$ cat src/rtl/matrix_result_drain.sv
// Snapshots a 4x4 MAC result matrix and streams it out row-major as a
// 16-beat valid/ready stream, accepting a new capture on the final beat.
module matrix_result_drain #(
  parameter int DATA_WIDTH = 8
) (
  input  logic                    clock,
  input  logic                    reset,
  input  logic                    clear,
  input  logic                    capture,
  input  logic [16*DATA_WIDTH-1:0] result_flat,
  output logic                    busy,
  output logic                    out_valid,
  input  logic                    out_ready,
  output logic [DATA_WIDTH-1:0]   out_data,
  output logic [1:0]              out_row,
  output logic [1:0]              out_col,
  output logic                    out_last,
  output logic                    done,
  output logic                    overrun
);

  typedef enum logic {IDLE, STREAM} state_t;

  state_t                  state;
  logic [3:0]              index;
  logic [16*DATA_WIDTH-1:0] snapshot;
  logic                    handshake;
  logic                    final_beat;
  logic                    load;

  always_comb begin
    handshake  = out_valid && out_ready;
    final_beat = handshake && (index == 4'd15);
    load       = capture && !clear && ((state == IDLE) || final_beat);
  end

  // Snapshot has no reset: its contents only matter once a stream is running.
  always_ff @(posedge clock) begin
    if (load) snapshot <= result_flat;
  end

  always_ff @(posedge clock or negedge reset) begin
    if (!reset) begin
      state     <= IDLE;
      index     <= '0;
      out_valid <= 1'b0;
      busy      <= 1'b0;
      done      <= 1'b0;
      overrun   <= 1'b0;
    end else begin
      done <= 1'b0;
      if (clear) begin
        state     <= IDLE;
        index     <= '0;
        out_valid <= 1'b0;
        busy      <= 1'b0;
        overrun   <= 1'b0;
      end else begin
        case (state)
          IDLE: begin
            if (capture) begin
              state     <= STREAM;
              index     <= '0;
              out_valid <= 1'b1;
              busy      <= 1'b1;
            end
          end
          STREAM: begin
            if (capture && !final_beat) overrun <= 1'b1;
            if (final_beat) begin
              done  <= 1'b1;
              index <= '0;
              // A capture on the final beat restarts without leaving STREAM.
              if (!capture) begin
                state     <= IDLE;
                out_valid <= 1'b0;
                busy      <= 1'b0;
              end
            end else if (handshake) begin
              index <= index + 4'd1;
            end
          end
          default: state <= IDLE;
        endcase
      end
    end
  end

  always_comb begin
    out_data = out_valid ? snapshot[int'(index)*DATA_WIDTH +: DATA_WIDTH] : '0;
    out_row  = index[3:2];
    out_col  = index[1:0];
    out_last = out_valid && (index == 4'd15);
  end

endmodule

$ cat config.mk
export PLATFORM = sky130hd
export DESIGN_NAME = matrix_result_drain
export DESIGN_NICKNAME = d
export VERILOG_FILES = /design/src/rtl/matrix_result_drain.sv
export SDC_FILE = /design/constraint.sdc
export NUM_CORES = 1
export LEC_CHECK = 0
export ABC_AREA = 0
export BUFFER_PORTS_ARGS = -buffer_cell sky130_fd_sc_hd__buf_2
export CAP_MARGIN = 40
export CORE_MARGIN = 1
export CORE_UTILIZATION = 50
export CTS_CLUSTER_SIZE = 8
export DETAILED_ROUTE_END_ITERATION = 8
export PLACE_DENSITY_LB_ADDON = 0.1
export SKIP_LAST_GASP = 1
export SYNTH_ARGS = -nofsm -noshare
export SYNTH_HDL_FRONTEND = slang
export SYNTH_SLANG_ARGS = --single-unit
$ cat constraint.sdc
create_clock -name clock -period 16.25 [get_ports clock]
set_clock_uncertainty 0.15 [all_clocks]
set_input_delay 1.625 -clock clock [delete_from_list [all_inputs] [get_ports clock]]
set_output_delay 1.625 -clock clock [all_outputs]
set_load 0.05 [all_outputs]
==> After elaboration in Yosys (flattened, before gate mapping) <==
Index checks and enable logic that the tools add are counted.
{ "word_totals": {"romBits": 0, "memories": 0, "register_bits": 136, "wordCells": 49, "out_inout_bits": 17, "ramBits": 0, "latch_bits": 0} }
{ "classes": {"bitwise": 1, "eq_ne": 5, "multipliers": 0, "n_reduce_logical": 14, "order_cmp": 0, "n_shift": 1, "div": 0, "add_sub_neg": 1, "mux": 21} }
{ "op_table": {"columns": ["operator", "count"], "rows": [
  ["variable part select 128 x 8 -> 8 bit", 1],
  ["two-way mux 4 bit", 4],
  ["two-way mux 1 bit", 13],
  ["two-way mux 8 bit", 1],
  ["case mux 4 bit (2 select lines)", 1],
  ["logical AND 1 bit", 6],
  ["inequality test 3 bit, second input constant", 2],
  ["adder 4 x 1 -> 4 bit, second input constant", 1],
  ["equality test 4 bit, second input constant", 1],
  ["inequality test 4 x 2 -> 1 bit, second input constant", 1],
  ["case mux 1 bit (2 select lines)", 2],
  ["AND reduction 2 bit", 2],
  ["nonzero test 2 bit", 2],
  ["inequality test 3 x 2 -> 1 bit, second input constant", 1],
  ["AND reduction 3 bit", 1],
  ["logical NOT 1 bit", 2],
  ["logical OR 1 bit", 1],
  ["inverter 1 bit", 1]
]} }

==> Depth between registers and ports, before layout <==
{ "logic_depth": {"word_depth": 7, "ltp_mapped": 7} }

==> Least setup slack after synthesis <==
OpenSTA, ideal clock, no wires.
{ "synth_path": {"path_type": "input to register", "start": "input port clear", "end": "register snapshot[0], enable pin", "cell_stages": 2, "t_arrival_ns": 11.149, "path_buffers": 1, "setup_slack_ns": 4.152, "path_cell_list": "clkbuf_1 > nor3b_1"} }
{ "synth_between": {"elab_chain_len": 3} }
{ "synth_lines": {"columns": ["item", "line_no", "source"], "rows": [
  ["from (decl)", "8", "input logic clear,"],
  ["logical NOT 1 bit", "34", "load = capture && !clear && ((state == IDLE) || final_beat);"],
  ["logical AND 1 bit (2 in a row)", "34", null],
  ["named net load", "29", "logic load;"],
  ["to (signal assigned)", "39", "if (load) snapshot <= result_flat;"],
  ["to (decl)", "26", "logic [16*DATA_WIDTH-1:0] snapshot;"]
]} }
The timed path passes the listed nets, and every way through them passes these cells.
A chain may end at the register's enable or synchronous reset.

==> Worst setup path in the final report <==
{ "layout_path": {"start": "register index[0]", "end": "output port out_data[6]"} }
{ "layout_between": {"elab_chain_len": 2} }
{ "layout_lines": {"columns": ["item", "line_no", "source"], "rows": [
  ["from (decl)", "25", "logic [3:0] index;"],
  ["from (signal assigned)", "80", "index <= index + 4'd1;"],
  ["variable part select 128 x 8 -> 8 bit", "90", "out_data = out_valid ? snapshot[int'(index)*DATA_WIDTH +: DATA_WIDTH] : '0;"],
  ["two-way mux 8 bit", "90", null],
  ["to (decl)", "14", "output logic [DATA_WIDTH-1:0] out_data,"]
]} }
Every way passes these cells.

==> run_results.csv <==
group,metric,value,unit
run_status,status,"finished clean",
yosys,yosysTopAreaCellShare,72.21,%
worst_setup_path,crit_arrival,3.07,ns
drt,drc,0,
drt,routed_wl,10380,µm
power_and_ir_drop,power.internal,0.6619,mW
hold_path,hold_class,"register to register",
drt,wl_met3,610,µm
sta,maxSlewHeadroom,47.96,%
sta,tns,0,ns
yosys,syn-num-nets,402,
power_and_ir_drop,p_leak,2.567,nW
cells_and_area,nets,562,
worst_setup_path,endpoint,"out_data[6]",
power_and_ir_drop,ir_drop,0.06910,mV
yosys,synth_cells,268,
grt,grt_max_degree,68,
die,die_width,105.2,µm
drt,viasPerCell,5.223,
sta,finalHoldViolations,0,
yosys,synth_xor_area_share,0.1646,%
worst_setup_path,worstSetupPathType,"register to primary output",
clock_network,hold_buffers,0,
die,ios,150,
yosys,synth_top_area_cell,"edfxtp_1",
clock_network,clock-sinks,136,
yosys,netlist_area,0.005323,mm²
worst_setup_path,crit_start,"index[0]",
sta,max_freq,206.3,MHz
worst_setup_path,reg2reg_depth,6,
cells_and_area,fillCellCount,717,
worst_setup_path,startpoint_type,"register",
sta,whs,0.3373,ns
worst_setup_path,cp_slowest_stage_delay,0.73,ns
sta,fin_crit,4.848,ns
yosys,ys_ff_latch,136,
grt,grt_pass1_wl,15810,µm
drt,drtIter0Drc,171,
grt,grt_overflow_total,0,
drt,firstDrtPassIters,4,
placement,dp_slack,11.88,ns
clock_network,post-cts-setup-buffer-count,0,
yosys,ys_seq_area_share,75.98,%
cells_and_area,regArea,0.004045,mm²
sta,worst_slew_pin_slew,0.7790,ns
yosys,synth.area.mux_share,14.25,%
yosys,synth-simple-area-share,4.020,%
drt,m1WireLength,4387,µm
sta,setup_slack,11.40,ns
drt,via_count,3019,
grt,antenna_found_initial,0,
drt,avgRoutedWirePerCell,17.95,µm
power_and_ir_drop,pwr-share-comb,7.0,%
yosys,avgSynthCellArea,19.86,µm²
placement,hpwl,6984,µm
worst_setup_path,reg2reg_to,"snapshot[126]",
yosys,synth_compound_area_share,3.644,%
worst_setup_path,critPathBufInv,2,
die,core_area,0.01032,mm²
placement,gp_congestion,0.7667,
worst_setup_path,timing.rr.start,"index[0]",
clock_network,cts_tree,"built",
power_and_ir_drop,seqPwrFrac,48.0,%
power_and_ir_drop,p_switching,0.1812,mW
sta,rsz0062_at_grt,"no",
worst_setup_path,path_max_fanout,28,
worst_setup_path,cp-end-kind,"primary output",
yosys,synth_adder_area_share,0.2351,%
yosys,ys_types,31,
placement,port_buffers,149,
die,dieHeight,105.2,µm
sta,slew_viol_final,0,
worst_setup_path,crit_required,14.48,ns
worst_setup_path,cp.depth,5,
worst_setup_path,rrSetupSlack,12.97,ns
die,start_util,51.56,%
drt,antenna_left,0,
cells_and_area,drive_gt1_share,47.62,%
clock_network,cts_htree_levels,4,
yosys,synth_top_family_by_area,"multiplexers",
drt,top_layer,"met4",
grt,track_usage,19.94,%
worst_setup_path,crit_family,"buffers and inverters",
clock_network,cts_made_buffers,17,
flow_run,max_cap_viol_count,0,
worst_setup_path,cp_cell_sequence,"buf_4, mux4_2, a22o_1, a221o_1, buf_2",
die,die_area,0.01106,mm²
die,rows,37,
clock_network,clock_latency,0.51,ns
sta,setup_viol,0,
cells_and_area,syn_to_final_growth,27.97,%
clock_network,path_clk_slew,0.06,ns
power_and_ir_drop,switching_share,21.50,%
grt,grt_pass1_vias,3139,
yosys,yosys_warnings,0,
yosys,ys_top_cells_by_area,"edfxtp_1 (72%), mux4_2 (9.7%), mux2i_1 (4.5%)",
worst_setup_path,critPathSlowestCell,"dfrtp_2",
drt,wl_met2,5220,µm
clock_network,clockBufferDepth,2,
power_and_ir_drop,power.density,123.8,mW/mm²
clock_network,root_buffer,"clkbuf_8",
sta,min_period_over_period,29.83,%
clock_network,cts-resized-gates,0,
cells_and_area,multiInputGateArea,0.001192,mm²
power_and_ir_drop,p_clk_share,45.0,%
## worst reg2reg max path: cells and delay by family (launching register included)
kind / cells / cell delay [ns]
buffers and inverters: 2 / 1.11
and+or+nand+nor: 2 / 0.45
AOI/OAI and AO/OA: 1 / 0.16
DFF: 1 / 0.73
adders and majority gates: 1 / 0.28
## cell usage after synthesis
cell type and n:
a211oi_1 1, a21boi_1 1, a21oi_1 4, a221o_1 1
a22o_1 2, a22oi_1 8, and2_1 1, and3_1 4
and4_1 1, buf_2 4, buf_4 5, buf_6 2
clkbuf_1 3, dfrtp_1 8, edfxtp_1 128, ha_1 1
mux2i_1 24, mux4_2 23, nand2_1 5, nand2b_1 3
nand3_1 9, nand3b_1 1, nor2_1 8, nor2b_1 5
nor3_1 3, nor3b_1 1, o211ai_1 4, o21ai_0 3
o22ai_1 3, o31ai_1 1, xor2_1 1
## layout make-up
cell class | instances | area share, %
clock buffer | 18 | 6.135
timing repair buffer | 155 | 11.90
sequential | 136 | 59.39
antenna | 1 | 0.03674
clock inverter | 14 | 2.535
multi-input combinational | 118 | 17.51
tap | 136 | 2.498
## logic make-up after synthesis
kind of cell             count (synthesis)
AND/OR/NAND/NOR                         41
XOR/XNOR                                 1
adder cells (fa/ha/maj)                  1
multiplexers                            47
flip-flops                             136
AO/OA/AOI/OAI                           28
buffers and inverters                   14
## per-layer routing
layer  track usage [%]  vias up
met4             8.048        0
met5                 0        -
li1                  -     1423
met2             33.25      102
met1             24.88     1479
met3             5.365       15
## through the flow
| stage | instance area [µm²] | cells | total power, mW | util [%] |
|---|---|---|---|---|
| after CTS | 6809 | 577 | 0.8504 | 65.96 |
| after global placement | 6191 | 544 | 0.4695 | 59.97 |
| after global routing | 6809 | 577 | 0.8709 | 65.96 |
| final | 6812 | 578 | 0.8432 | 65.98 |
| after floorplan | 5323 | 268 | 0.4502 | - |
| after detailed placement | 6218 | 545 | 0.4720 | 60.24 |
## how the worst min path moves through the flow
stage / startpoint / end / slack, ns / cells after the start
final: overrun / overrun / 0.34 / 2
after global routing: overrun / overrun / 0.41 / 2
after CTS: overrun / overrun / 0.34 / 2
after detailed placement: overrun / overrun / 0.33 / 2
after global placement: overrun / overrun / 0.33 / 2
after floorplan: state / out_valid / 0.34 / 1
## flip-flops by register name, indices dropped and copies added (netlist names)
name	flops
done	1
snapshot	128
state	1
out_valid	1
index	4
overrun	1
## cells in the final DEF, fill, tap and decap left out, drive strengths merged, types with 2 or more instances in the layout
master  Yosys  routed
buf        11     155
edfxtp    128     128
mux2i      24      24
mux4       23      23
clkbuf      3      18
nand3       9       9
nor2        8       8
a22oi       8       8
dfrtp       8       8
clkinv      0       7
nand2       5       5
nor2b       5       5
a21oi       4       4
and3        4       4
o211ai      4       4
nand2b      3       3
o22ai       3       3
nor3        3       3
o21ai       3       3
bufinv      0       3
inv         0       3
a22o        2       2
## power by group through the flow
stage	registers, mW	logic, mW	clock network (mW)
after floorplan	0.416	0.0345	0
after global placement	0.412	0.0578	0
after detailed placement	0.412	0.0598	0
after CTS	0.405	0.0600	0.385
after global routing	0.406	0.0639	0.401
final	0.405	0.0591	0.379
Note: power is estimated with default switching activity, not from simulation.
